<file path="src/rtl/queue_cntrl_mc.sv">
// queue_cntrl_mc: address/occupancy controller for C FIFOs of N entries sharing one RAM.
// Define QUEUE_CNTRL_MC_ERR_EN to build the sticky overflow/underflow flags.
module queue_cntrl_mc #(
    parameter int C = 4,
    parameter int N = 6,
    parameter int AFULL = N - 1,
    parameter int CH_W = (C > 1) ? $clog2(C) : 1,
    parameter int PTR_W = (N > 1) ? $clog2(N) : 1,
    parameter int CNT_W = $clog2(N + 1),
    parameter int ADDR_W = (C * N > 1) ? $clog2(C * N) : 1
) (
    input  logic                 clk,
    input  logic                 rst,
    input  logic                 i_push,
    input  logic [CH_W-1:0]      i_push_ch,
    input  logic                 i_pop,
    input  logic [CH_W-1:0]      i_pop_ch,
    output logic                 o_wen,
    output logic [ADDR_W-1:0]    o_wa,
    output logic                 o_ren,
    output logic [ADDR_W-1:0]    o_ra,
    output logic [C-1:0]         o_full,
    output logic [C-1:0]         o_empty,
    output logic [C-1:0]         o_afull,
    output logic [C*CNT_W-1:0]   o_count,
    output logic                 o_err_ovf,
    output logic                 o_err_udf
);
    logic [PTR_W-1:0] wptr_q [C];
    logic [PTR_W-1:0] wptr_d [C];
    logic [PTR_W-1:0] rptr_q [C];
    logic [PTR_W-1:0] rptr_d [C];
    logic [CNT_W-1:0] cnt_q [C];
    logic [CNT_W-1:0] cnt_d [C];
    logic [C-1:0] full_q, full_d, empty_q, empty_d, afull_q, afull_d;
    logic [C-1:0] push_hit, pop_hit;
    logic [PTR_W-1:0] wsel, rsel;
    logic wfull, rempty;

    function automatic logic [PTR_W-1:0] inc(input logic [PTR_W-1:0] p);
        return (p == PTR_W'(N - 1)) ? '0 : p + 1'b1;
    endfunction

    // Channel numbers with no matching channel leave wfull/rempty set, rejecting the request.
    always_comb begin
        wsel = '0;
        rsel = '0;
        wfull = 1'b1;
        rempty = 1'b1;
        for (int c = 0; c < C; c++) begin
            if (i_push_ch == CH_W'(c)) begin
                wsel = wptr_q[c];
                wfull = full_q[c];
            end
            if (i_pop_ch == CH_W'(c)) begin
                rsel = rptr_q[c];
                rempty = empty_q[c];
            end
        end
    end

    assign o_wen = i_push & ~wfull;
    assign o_ren = i_pop & ~rempty;
    assign o_wa = ADDR_W'(i_push_ch) * ADDR_W'(N) + ADDR_W'(wsel);
    assign o_ra = ADDR_W'(i_pop_ch) * ADDR_W'(N) + ADDR_W'(rsel);

    always_comb begin
        push_hit = '0;
        pop_hit = '0;
        full_d = '0;
        empty_d = '0;
        afull_d = '0;
        for (int c = 0; c < C; c++) begin
            push_hit[c] = o_wen && (i_push_ch == CH_W'(c));
            pop_hit[c] = o_ren && (i_pop_ch == CH_W'(c));
            wptr_d[c] = push_hit[c] ? inc(wptr_q[c]) : wptr_q[c];
            rptr_d[c] = pop_hit[c] ? inc(rptr_q[c]) : rptr_q[c];
            cnt_d[c] = (push_hit[c] && !pop_hit[c]) ? cnt_q[c] + 1'b1 :
                       (pop_hit[c] && !push_hit[c]) ? cnt_q[c] - 1'b1 : cnt_q[c];
            full_d[c] = cnt_d[c] == CNT_W'(N);
            empty_d[c] = cnt_d[c] == '0;
            afull_d[c] = cnt_d[c] >= CNT_W'(AFULL);
        end
    end

    always_ff @(posedge clk) begin
        if (rst) begin
            wptr_q <= '{default: '0};
            rptr_q <= '{default: '0};
            cnt_q <= '{default: '0};
            full_q <= '0;
            empty_q <= '1;
            afull_q <= '0;
        end else begin
            wptr_q <= wptr_d;
            rptr_q <= rptr_d;
            cnt_q <= cnt_d;
            full_q <= full_d;
            empty_q <= empty_d;
            afull_q <= afull_d;
        end
    end

    always_comb begin
        o_count = '0;
        for (int c = 0; c < C; c++) o_count[c*CNT_W +: CNT_W] = cnt_q[c];
    end

    assign o_full = full_q;
    assign o_empty = empty_q;
    assign o_afull = afull_q;

`ifdef QUEUE_CNTRL_MC_ERR_EN
    logic err_ovf_q, err_ovf_d, err_udf_q, err_udf_d;

    always_comb begin
        err_ovf_d = err_ovf_q | (i_push & ~o_wen);
        err_udf_d = err_udf_q | (i_pop & ~o_ren);
    end

    always_ff @(posedge clk) begin
        err_ovf_q <= rst ? 1'b0 : err_ovf_d;
        err_udf_q <= rst ? 1'b0 : err_udf_d;
    end

    assign o_err_ovf = err_ovf_q;
    assign o_err_udf = err_udf_q;
`else
    assign o_err_ovf = 1'b0;
    assign o_err_udf = 1'b0;
`endif
endmodule

</file>
<file path="config.mk">
export PLATFORM = sky130hd
export DESIGN_NAME = queue_cntrl_mc
export DESIGN_NICKNAME = d
export VERILOG_FILES = /design/src/rtl/queue_cntrl_mc.sv
export SDC_FILE = /design/constraint.sdc
export NUM_CORES = 1
export LEC_CHECK = 0
export CAP_MARGIN = 5
export CORE_MARGIN = 10
export CORE_UTILIZATION = 49
export CTS_CLUSTER_SIZE = 30
export DETAILED_ROUTE_END_ITERATION = 10
export GPL_TIMING_DRIVEN = 1
export PLACE_DENSITY = 0.75
export SYNTH_ARGS = -nofsm -noshare
export SYNTH_HDL_FRONTEND = slang
export SYNTH_SLANG_ARGS = --single-unit
</file>
<file path="constraint.sdc">
create_clock -name clk -period 5.39 [get_ports clk]
set_input_delay 1.617 -clock clk [delete_from_list [all_inputs] [get_ports clk]]
set_output_delay 1.617 -clock clk [all_outputs]
set_load 0.01 [all_outputs]
</file>
* After elaboration in Yosys (flattened, before gate mapping) *
Index checks and enable logic that the tools add are counted.

storage, ports and cells
  word-level logic and storage cells = 123
  bits of input ports = 8
  output and inout port bits = 38
  bits in registers = 48

operators by class
  reduce and logical (&&, ||, !) cells = 30
  magnitude comparators = 4
  $mul = 2
  bitwise operators = 4
  mux-type cells = 32
  equal/unequal tests = 18
  $add $sub $neg = 18

operators by type and width
  operator                                                             number
  3-bit two-way mux                                                    24
  3-bit by 1-bit adder with 3-bit output (second input constant)       12
  3-bit == test (second input constant)                                12
  1-bit logical AND                                                    16
  3-bit >= comparator (second input constant)                          4
  3-bit zero test                                                      4
  3-bit by 1-bit subtractor with 3-bit output (second input constant)  4
  5-bit by 3-bit adder with 5-bit output                               2
  2-bit == test (second input constant)                                4
  1-bit zero test                                                      8
  2-bit by 2-bit multiplier with 4-bit output (second input constant)  2
  1-bit two-way mux                                                    8
  2-bit by 1-bit == test with 1-bit output (second input constant)     2
  2-bit zero test                                                      2
  1-bit bitwise AND                                                    2
  1-bit NOT                                                            2

* Depth between registers and ports, before layout *
  depth after elaboration = 13
  gate-level depth with buffers = 13
  gate-level depth less buffers = 12

* Worst setup path after synthesis *
Ideal clock, no wire load.

  path kind = input port to output port
  from = input port i_push_ch[0]
  to = output port o_wa[4]
  slack = 0.425 ns
  buffers on the path = 1
  arrival = 3.348 ns
  stages = 13
  data required time = 3.773 ns
  cell sequence = inv_1 > ha_1 > clkbuf_1 > nand2_1 > nor2_1 > a21oi_1 > nor2_1 > a21oi_1 > o21ai_0 > ha_1 > a21o_1 > nand2_1 > xnor2_1

on the way
  longest elaborated chain between the ends = 6
  elaborated cells on any way between the ends = 10
  those cells by class = add/sub (1); mul (1); eq/ne (3); mux (4); reduce/logical (1)

RTL lines
  item                                                                                                 RTL line  text
  from (decl)                                                                                          15        input logic [CH_W-1:0] i_push_ch,
  parallel branches: the longest is 5 deep, another holds 2-bit by 2-bit multiplier with 4-bit output  --
  5-bit by 3-bit adder with 5-bit output (*)                                                           64        assign o_wa = ADDR_W'(i_push_ch) * ADDR_W'(N) + ADDR_W'(wsel);
  to (decl)                                                                                            19        output logic [ADDR_W-1:0] o_wa,

Mark *: on every way between the ends.

* Final worst setup path *
  from = input port i_push_ch[1]
  to = output port o_wa[2]

The elaborated chain is that of the path after synthesis.

==> flow_summary.toml <==
[run_status]
outcome = "finished, final reports clean"

[cells_and_area]
drive_gt1_share_pct = 17.1
antennaDiodeCount = 0
nets = 431
fin_util_pct = 64.0
fin_area_um2 = 3610
syn2layout_area_growth_pct = 24.2
most-common-layout-cells = "nor2_1, dfxtp_1, nand2_1"
mostFrequentLayoutCell = "nor2_1"

[die]
die_h_um = 97.0
fp.coreArea_um2 = 5640
die_area_um2 = 9420
ioPinCount = 46
rows = 27
fp.dieW_um = 97.0
initial_core_util_pct = 51.5

[routing]
drt-initial-drc-count = 184
dr.pass1.iters = 4
drc = 0
vias = 2455
wl_um = 6370
ant_nets = 0
vias_per_cell = 5.22
wl_per_cell_um = 13.6

[placement]
place.gp.congestion = 0.776
io_buffers = 43
dpl.hpwl_um = 4910
dpl_cell_area_um2 = 3490

[clocking]
cts_root_buf = "clkbuf_8"
cts_sinks = 48
cts_buffers = 5
clk_pin_slew_ns = 0.09
cts_tree = "built"
worstSkewPairLatency_ns = 0.31
postCtsSetupRepairBufs = 0
clock_path_buffers = 2
h-tree-depth = 2

[yosys]
seq_area_frac_synth_pct = 33.0
yosysTopAreaCellShare_pct = 33.0
avgSynthCellArea_um2 = 8.58
async_reset_ff_share_pct = 0
synthTopCellsByArea = "dfxtp_1, ha_1, nor2_1"
synth_cell_types = 60
ys.flop_type = "dfxtp_1"
synth-edff-count = 0
yosysWarnings = 0
synth_seq_cells = 48
yosys.area.top_type = "dfxtp_1"
syn_inst = 339
synth.cell_area_um2 = 2910

[timing]
slew_viol_final = 0
max_freq_mhz = 189
post-route-min-period_ns = 5.29
finalHoldViolCount = 0
rsz0062_at_grt = "no"
final.period_utilization_pct = 98.2
skew_ns = 0.00583
setup_viol = 0
tns_ns = 0

[setup_path]
crit_required_ns = 3.77
critPathTopFamily = "adder cells"
path_buf_inv = 3
reg2regPathDepth = 7
worst_setup_path_start_kind = "primary input"
critical_path_class = "primary input to primary output"
rrSetupSlack_ns = 3.50
worstReg2RegStart = "o_full[3]"
worstPathMaxFanout = 3
critPathSlowestCell = "fa_2"
cpPeakStageDelay_ns = 0.53
reg2reg_to = "o_empty[0]"
cp-end-kind = "primary output"
arrival_ns = 3.68
path_cells = "clkdlybuf4s50_1 > inv_1 > ha_2 > nand2_1 > nor2_1 > a21oi_1 > nor2_1 > a21oi_1 > o21ai_0 > ha_2 > fa_2 > buf_2"

[global_routing]
grt_pass1_wl_um = 11100
grt_use_total_pct = 13.6
grt_pass1_vias = 2406
grt-ovfl-total = 0
antenna_found_initial = 0
grt_max_degree = 43

[pwr]
p_total_mw = 0.912
power_leakage_nw = 1.50
peakVddDrop_mv = 0.170
p_per_area_nw_per_um2 = 252

[worst_hold_path]
hp-start = "wptr_q[7]"
holdPathStages = 2
worstHoldPathType = "flop to flop"
holdPathEnd = "wptr_q[7]"

[run]
drv_cap = 0
[worst max-delay path by stage]
stage | from | to | slack [ns] | cells past startpoint
6_report | i_push_ch[1] | o_wa[2] | 0.1 | 12
5_1_grt | i_push_ch[1] | o_wa[1] | 0.007 | 11
4_1_cts | i_pop_ch[1] | o_ra[2] | 0.002 | 12
3_5_place_dp | i_pop_ch[0] | o_ra[4] | -0.58 | 14
3_3_place_gp | i_pop_ch[0] | o_ra[3] | -0.43 | 13
2_1_floorplan | i_push_ch[0] | o_wa[4] | 0.43 | 13
[worst min-delay path, stage by stage (launching register included)]
cell     delay, ns
dfxtp_1       0.34
nand2_1       0.06
a21oi_1       0.05
[sequential cells by signal (all words and copies together), names as in the netlist]
| signal | cells |
|---|---|
| rptr_q | 12 |
| o_count | 12 |
| o_empty | 4 |
| o_afull | 4 |
| o_full | 4 |
| wptr_q | 12 |
[kinds of logic (layout without fill, tap and decap cells)]
logic type	Yosys count	in the layout	synth area share [%]
AO/OA/AOI/OAI	71	71	17.0
XOR/XNOR	18	18	5.68
adder cells (fa/ha/maj)	26	26	11.7
buffers and inverters	32	90	5.98
flip-flops	48	48	33.0
multiplexers	10	10	3.57
other	1	2	0.129
AND/OR/NAND/NOR	133	133	22.8
[power by group]
group | leakage (nW) | switching, mW | internal [mW]
logic | 1.05 | 0.111 | 0.117
registers | 0.390 | 0.0261 | 0.377
clock network | 0.0614 | 0.128 | 0.152
[cell usage after synthesis (2+ instances only)]
library cell / number
o21a_1: 2
nor3b_1: 5
or3_1: 3
or2_2: 2
a22oi_1: 2
ha_1: 24
nor2b_1: 4
inv_1: 17
mux2i_1: 7
a221o_1: 2
and3b_1: 3
a21oi_1: 32
xor2_1: 7
and4_4: 2
nor2_1: 49
nor3_1: 6
clkbuf_1: 5
and2_1: 4
a211oi_1: 4
nand4b_1: 2
dfxtp_1: 48
fa_1: 2
a41oi_1: 2
buf_4: 4
nand4_1: 2
buf_6: 5
o21ai_0: 7
a22o_1: 2
a311oi_1: 2
nand2_1: 35
nand3b_1: 4
mux2_2: 3
nand3_1: 4
xnor2_1: 10
a21o_1: 2
[per-layer routing]
metal  GRT usage [%]  share of wire (%)  vias to the layer above
met5               0                  0                        -
met3            5.11                5.7                        7
met4            4.17                1.2                        0
met1            15.2                 45                     1136
met2            23.3                 48                       35
li1                -                  -                     1277
[final cells by class]
type,instances,area [um2]
timing repair buffer,65,568
fill,458,2030
multi-input combinational,260,1810
clock inverter,2,38.8
inverter,17,63.8
sequential,48,961
clock buffer,6,82.6
tap,72,90.1
[per-stage QoR]
step           hold WS (ns)  setup WS [ns]  cells
2_1_floorplan         0.453          0.425    340
3_3_place_gp          0.475         -0.428    462
3_5_place_dp          0.476         -0.583    462
4_1_cts               0.489        0.00173    470
5_1_grt               0.510        0.00683    470
6_report              0.493         0.0957    470
[repair_timing]
action                                  in CTS  in global routing
resized for setup                           29                 14
hold buffers                                 0                  0
pin swaps                                    0                  6
gates cloned                                 0                  0
endpoints found under the setup margin       7                 10
No activity file was read; power rests on OpenSTA's default activity.
